`config.mk`:
```
export PLATFORM = sky130hd
export DESIGN_NAME = seq_alu_flat
export DESIGN_NICKNAME = d
export VERILOG_FILES = /design/src/rtl/seq_alu_if.sv /design/src/rtl/seq_alu.sv /design/src/flat_wrapper.sv
export SDC_FILE = /design/constraint.sdc
export NUM_CORES = 1
export LEC_CHECK = 0
export BUFFER_PORTS_ARGS = -buffer_cell sky130_fd_sc_hd__buf_4
export CAP_MARGIN = 20
export CELL_PAD_IN_SITES_DETAIL_PLACEMENT = 2
export CELL_PAD_IN_SITES_GLOBAL_PLACEMENT = 2
export CORE_MARGIN = 4
export CORE_UTILIZATION = 37
export DETAILED_ROUTE_END_ITERATION = 7
export GPL_TIMING_DRIVEN = 0
export HOLD_SLACK_MARGIN = 0.12
export PLACE_DENSITY = 0.94
export SYNTH_ARGS = -nofsm -noshare
export SYNTH_HDL_FRONTEND = slang
export SYNTH_SLANG_ARGS = --single-unit
```
`constraint.sdc`:
```
create_clock -name clk_in -period 4.75 [get_ports clk_in]
set_clock_uncertainty 0.1 [all_clocks]
set_input_delay 0.7125 -clock clk_in [delete_from_list [all_inputs] [get_ports clk_in]]
set_output_delay 0.7125 -clock clk_in [all_outputs]
set_load 0.05 [all_outputs]
```
`src/rtl/seq_alu_if.sv`:
```
// Handshake and operand/result bundle for seq_alu.
// The master issues operations; the slave (the ALU) returns busy/done/result.
interface seq_alu_if #(
  parameter int unsigned WIDTH = 6
);
  logic                   start_in;
  logic [1:0]             op_in;
  logic [WIDTH-1:0]       a_in;
  logic [WIDTH-1:0]       b_in;
  logic                   busy_out;
  logic                   done_out;
  logic [2*WIDTH-1:0]     c_out;
  logic                   overflow;

  modport master (
    output start_in, op_in, a_in, b_in,
    input  busy_out, done_out, c_out, overflow
  );

  modport slave (
    input  start_in, op_in, a_in, b_in,
    output busy_out, done_out, c_out, overflow
  );
endinterface

```
`src/rtl/seq_alu.sv`:
```
// Multi-cycle ALU: single-cycle signed add/sub, shift-add signed multiply and
// restoring unsigned divide, one bit per clock, behind a start/busy/done handshake.
module seq_alu #(
  parameter int unsigned WIDTH = 6
) (
  input logic      clk_in,
  input logic      rst_in,
  seq_alu_if.slave bus
);
  localparam int unsigned RES_W = 2 * WIDTH;
  localparam int unsigned CNT_W = $clog2(WIDTH);

  localparam logic [1:0] OP_SUB = 2'b01;
  localparam logic [1:0] OP_MUL = 2'b10;
  localparam logic [1:0] OP_DIV = 2'b11;

  typedef enum logic [1:0] {
    ST_IDLE = 2'd0,
    ST_MUL  = 2'd1,
    ST_DIV  = 2'd2
  } state_e;

  state_e           state_q, state_d;
  logic [CNT_W-1:0] cnt_q, cnt_d;
  logic [RES_W-1:0] acc_q, acc_d;
  logic [WIDTH-1:0] opnd_q, opnd_d;
  logic             neg_q, neg_d;
  logic [RES_W-1:0] c_q, c_d;
  logic             ovf_q, ovf_d;
  logic             busy_q, busy_d;
  logic             done_q, done_d;

  logic             accept;
  logic             is_sub;
  logic [WIDTH-1:0] as_b, as_sum;
  logic             as_ovf;
  logic [WIDTH-1:0] mag_a, mag_b;
  logic [WIDTH:0]   mul_sum;
  logic [RES_W-1:0] mul_next, mul_prod;
  logic [WIDTH:0]   mul_top;
  logic             mul_ovf;
  logic [WIDTH:0]   div_shift;
  logic             div_ge;
  logic [WIDTH-1:0] div_rem;
  logic [RES_W-1:0] div_next;

  assign accept = bus.start_in && !busy_q;

  // Subtract is a + ~b + 1, so one overflow rule covers both.
  assign is_sub = (bus.op_in == OP_SUB);
  assign as_b   = is_sub ? ~bus.b_in : bus.b_in;
  assign as_sum = bus.a_in + as_b + WIDTH'(is_sub);
  assign as_ovf = (bus.a_in[WIDTH-1] == as_b[WIDTH-1]) &&
                  (as_sum[WIDTH-1] != bus.a_in[WIDTH-1]);

  // Magnitudes are unsigned WIDTH-bit, so the most-negative operand still fits.
  assign mag_a = bus.a_in[WIDTH-1] ? (~bus.a_in + WIDTH'(1)) : bus.a_in;
  assign mag_b = bus.b_in[WIDTH-1] ? (~bus.b_in + WIDTH'(1)) : bus.b_in;

  // acc = {partial high, multiplier low}; add multiplicand then shift right.
  assign mul_sum  = {1'b0, acc_q[RES_W-1:WIDTH]} + (acc_q[0] ? {1'b0, opnd_q} : '0);
  assign mul_next = RES_W'({mul_sum, acc_q[WIDTH-1:0]} >> 1);
  assign mul_prod = neg_q ? (~mul_next + RES_W'(1)) : mul_next;
  assign mul_top  = mul_prod[RES_W-1:WIDTH-1];
  assign mul_ovf  = !((&mul_top) || !(|mul_top));

  // acc = {remainder, dividend/quotient}; a zero divisor naturally yields q=all ones, r=a.
  assign div_shift = {acc_q[RES_W-1:WIDTH], acc_q[WIDTH-1]};
  assign div_ge    = (div_shift >= {1'b0, opnd_q});
  assign div_rem   = WIDTH'(div_shift - {1'b0, opnd_q});
  assign div_next  = div_ge ? {div_rem, acc_q[WIDTH-2:0], 1'b1}
                            : {div_shift[WIDTH-1:0], acc_q[WIDTH-2:0], 1'b0};

  always_ff @(posedge clk_in) begin
    if (rst_in) state_q <= ST_IDLE;
    else        state_q <= state_d;
  end

  always_comb begin
    state_d = state_q;
    unique case (state_q)
      ST_IDLE: begin
        if (accept && bus.op_in == OP_MUL)      state_d = ST_MUL;
        else if (accept && bus.op_in == OP_DIV) state_d = ST_DIV;
      end
      ST_MUL, ST_DIV: if (cnt_q == '0) state_d = ST_IDLE;
      default: state_d = ST_IDLE;
    endcase
  end

  always_comb begin
    cnt_d  = cnt_q;
    acc_d  = acc_q;
    opnd_d = opnd_q;
    neg_d  = neg_q;
    c_d    = c_q;
    ovf_d  = ovf_q;
    done_d = 1'b0;
    busy_d = (state_d != ST_IDLE);
    unique case (state_q)
      ST_IDLE: begin
        if (accept && bus.op_in[1]) begin
          cnt_d  = CNT_W'(WIDTH - 1);
          opnd_d = (bus.op_in == OP_MUL) ? mag_a : bus.b_in;
          acc_d  = (bus.op_in == OP_MUL) ? {WIDTH'(0), mag_b} : {WIDTH'(0), bus.a_in};
          neg_d  = (bus.op_in == OP_MUL) && (bus.a_in[WIDTH-1] ^ bus.b_in[WIDTH-1]);
        end else if (accept) begin
          c_d    = {{WIDTH{as_sum[WIDTH-1]}}, as_sum};
          ovf_d  = as_ovf;
          done_d = 1'b1;
        end
      end
      ST_MUL: begin
        acc_d = mul_next;
        cnt_d = cnt_q - CNT_W'(1);
        if (cnt_q == '0) begin
          c_d    = mul_prod;
          ovf_d  = mul_ovf;
          done_d = 1'b1;
        end
      end
      ST_DIV: begin
        acc_d = div_next;
        cnt_d = cnt_q - CNT_W'(1);
        if (cnt_q == '0) begin
          c_d    = div_next;
          ovf_d  = (opnd_q == '0);
          done_d = 1'b1;
        end
      end
      default: ;
    endcase
  end

  always_ff @(posedge clk_in) begin
    if (rst_in) begin
      cnt_q  <= '0;
      acc_q  <= '0;
      opnd_q <= '0;
      neg_q  <= 1'b0;
      c_q    <= '0;
      ovf_q  <= 1'b0;
      busy_q <= 1'b0;
      done_q <= 1'b0;
    end else begin
      cnt_q  <= cnt_d;
      acc_q  <= acc_d;
      opnd_q <= opnd_d;
      neg_q  <= neg_d;
      c_q    <= c_d;
      ovf_q  <= ovf_d;
      busy_q <= busy_d;
      done_q <= done_d;
    end
  end

  assign bus.busy_out = busy_q;
  assign bus.done_out = done_q;
  assign bus.c_out    = c_q;
  assign bus.overflow = ovf_q;
endmodule

```
`src/flat_wrapper.sv`:
```
// flat-port wrapper written by rule: the top's interface ports become plain ports
module seq_alu_flat 
#(
  parameter int unsigned WIDTH = 6
)
  (clk_in, rst_in, bus_start_in, bus_op_in, bus_a_in, bus_b_in, bus_busy_out, bus_done_out, bus_c_out, bus_overflow);
  seq_alu_if #(.WIDTH(WIDTH)) bus_i ();
  input logic clk_in;
  input logic rst_in;
  input wire logic [$bits(bus_i.start_in)-1:0] bus_start_in;
  input wire logic [$bits(bus_i.op_in)-1:0] bus_op_in;
  input wire logic [$bits(bus_i.a_in)-1:0] bus_a_in;
  input wire logic [$bits(bus_i.b_in)-1:0] bus_b_in;
  output wire logic [$bits(bus_i.busy_out)-1:0] bus_busy_out;
  output wire logic [$bits(bus_i.done_out)-1:0] bus_done_out;
  output wire logic [$bits(bus_i.c_out)-1:0] bus_c_out;
  output wire logic [$bits(bus_i.overflow)-1:0] bus_overflow;
  assign bus_i.start_in = bus_start_in;
  assign bus_i.op_in = bus_op_in;
  assign bus_i.a_in = bus_a_in;
  assign bus_i.b_in = bus_b_in;
  assign bus_busy_out = bus_i.busy_out;
  assign bus_done_out = bus_i.done_out;
  assign bus_c_out = bus_i.c_out;
  assign bus_overflow = bus_i.overflow;
  seq_alu #(.WIDTH(WIDTH)) u_core (.clk_in(clk_in), .rst_in(rst_in), .bus(bus_i));
endmodule
```
==> impl_results.md <==
* Outcome: complete, no violations
* Post-route ant nets at 0
* Max Fclk at 285 MHz
* Via density at 5.96
* All-layer global routing usage at 0.255
* Fin Hold WS at 399 ps
* Initial antenna violation count at 0
* Clk pin slew, worst setup/hold paths at 100 ps
* Post CTS Setup Buffer Count at 0
* Drt first pass iters at 7
* Flip-flop and latch count after synthesis at 39
* Synth unique cells at 56
* Grt ovf at 0
* Crit-path max FO at 9
* CP peak stage delay at 570 ps
* Final period utilization at 0.737
* Comb pwr share at 0.400
* P_int at 0.664 mW
* Commonest non-fill, non-tap cells in the layout: nor2_1 (58), dfxtp_1 (39), nand2_1 (35)
* Worst VDD drop at 0.150 mV
* Wire length per cell at 21.8 µm
* Worst-Skew Late Latency at 320 ps
* Most common cell after layout, fill and taps aside: nor2_1
* MaxCap Viol Count at 0
* Initial DRC count at 268
* Worst endpoint required time at 4820 ps
* Mapped Avg Cell Area at 7.42 µm²
* Num CTS Buffers at 5
* First-pass GRT wire length at 20600 µm
* Post-synthesis sequential area ratio at 0.238
* IO Count at 32
* GP Congestion at 0.844
* Worst Max-Slew Pin Slew at 1050 ps
* Pwr/cell area at 305 mW/mm²
* Clock Path Buffers at 2
* Top_reg_cell synth: dfxtp_1
* Post-synth EDFFs at 0
* Leak at 1.49 nW
* CORE AREA at 0.00868 mm²
* Fin nets at 522
* Die Y at 102 µm
* CP cell instances: and2_1 -> ha_1 -> inv_1 -> fa_1 -> xnor2_1 -> nand3b_1 -> or2_4 -> o21ai_2 -> xnor2_1 -> or4_1 -> nor3_2 -> o32ai_1
* Sequential power share at 0.338
* Cell Area, Synth at 0.00328 mm²
* HPWL after detailed placement at 9850 µm
* Post-Synthesis Cells at 442
* Routed vias at 3494
* Register area at 781 µm²
* Final Hold Fails at 0
* Drc violations at 0
* Final setup viols at 0
* # clock sinks at 39
* Chip width at 102 µm
* Area occupied by multi-input gates at 0.00230 mm²
* Vias in the first global route at 3817
* Hold Path Class: reg -> reg
* Final Slew Violations at 0
* Startpoint Class: register
* Root Buffer: clkbuf_8
* Fillers at 1037
* Net Sw Power at 0.473 mW
* Area Growth Syn to Fin at 14.0%
* Critical path class: reg -> reg
* H-tree depth at 2
* CP top delay family: simple AND/OR/NAND/NOR gates
* Final WL at 12800 µm
* Syn nets at 487
* CTS tree: done
* Synth async-reset ratio at 0
* Clock power share at 0.262
* Die area at 0.0104 mm²
* # resized after CTS at 0
* Share of cells above drive strength 1 at 0.0983
* Worst Path Buf+Inv at 1
* Initial Util at 0.378
* WP data arrival at 3570 ps
* Hold bufs inserted after CTS at 0
* Port Buf Inserts at 28
* RSZ-0062 raised after global routing: no
* Synth warn at 0
* CP Capture Type: register
* Min cycle time layout at 3500 ps
* Row count at 34
* Pin count of the biggest net entering global routing at 14
* Switching share of total power at 0.416
* Worst slew margin at 0.291
* Total negative slack at 0 ps
* CP max stage cell: or4_1
* Antenna cells at 0
* CP dominant cell by count: xnor2_1
layout make-up:
cell class	count	area share
multi-input combinational	352	0.615
sequential	39	0.209
timing repair buffer	28	0.0563
buffer	25	0.0275
tap	108	0.0362
clock buffer	5	0.0184
inverter	26	0.0261
clock inverter	3	0.0117
power by group through the flow:
stage                     Sequential, mW  Clock [mW]  Combinational [mW]
after global placement             0.388           0               0.417
after CTS                          0.385       0.298               0.452
after global routing               0.389       0.310               0.493
after floorplan                    0.446           0               0.239
after detailed placement           0.391           0               0.446
final                              0.385       0.298               0.455
Yosys cell counts (all sizes together) (4+ instances only):
| library cell | count | share of area |
|---|---|---|
| nor2 | 58 | 0.066 |
| and2 | 7 | 0.013 |
| a21oi | 32 | 0.049 |
| inv | 26 | 0.030 |
| xnor2 | 23 | 0.061 |
| nand2 | 35 | 0.040 |
| nand2b | 8 | 0.015 |
| mux2i | 6 | 0.018 |
| buf | 4 | 0.0073 |
| nor3 | 23 | 0.037 |
| nor2b | 10 | 0.019 |
| dfxtp | 39 | 0.24 |
| xor2 | 11 | 0.029 |
| o21ai | 34 | 0.053 |
| a211oi | 16 | 0.037 |
| clkbuf | 21 | 0.024 |
| a22oi | 5 | 0.011 |
| a221oi | 9 | 0.024 |
| ha | 25 | 0.095 |
kinds of logic (layout without fill, tap and decap cells):
group	Yosys count	count (layout)	synth area share
AOI/OAI and AO/OA	123	123	0.243
adders and majority gates	28	28	0.114
DFF	39	39	0.238
buffers and inverters	51	87	0.0611
xor gates and xnor gates	34	34	0.0908
and+or+nand+nor	160	160	0.232
muxes	7	7	0.0218
worst paths after layout:
kind / from / end / slack, ps / cells past startpoint
setup reg to reg: u_core.acc_q[0] / u_core.bus.overflow / 1250 / 12
setup / recovery: u_core.acc_q[0] / u_core.bus.overflow / 1250 / 12
hold reg to reg: u_core.bus.c_out[7] / u_core.bus.c_out[7] / 400 / 2
hold / removal: u_core.bus.c_out[7] / u_core.bus.c_out[7] / 400 / 2
metrics by stage:
step	area [µm²]	util	total power, mW	std cells	worst slack (ps)
after floorplan	3280	-	0.685	442	1810
after global placement	3620	0.418	0.805	578	1320
after detailed placement	3620	0.418	0.837	578	1130
after CTS	3740	0.431	1.13	586	1220
after global routing	3740	0.431	1.19	586	970
final	3740	0.431	1.14	586	1250
metal layers:
metal  track usage  part of all wire  vias up
met3        0.0246             0.041       32
met5             0                 0        -
met2         0.462              0.51      104
li1              -                 -     1625
met1         0.310              0.41     1733
met4        0.0928             0.033        0
registers in the layout (all words and copies together) (netlist names):
| signal | count |
|---|---|
| u_core.acc_q | 12 |
| u_core.bus.busy_out | 1 |
| u_core.bus.c_out | 12 |
| u_core.bus.done_out | 1 |
| u_core.bus.overflow | 1 |
| u_core.cnt_q | 3 |
| u_core.neg_q | 1 |
| u_core.opnd_q | 6 |
| u_core.state_q | 2 |
tightest hold or removal path, cell delays in order (launching register included):
cell     delay, ps
dfxtp_1        320
nor2_1         100
nor3_1          40
No activity file was read; power rests on OpenSTA's default activity.
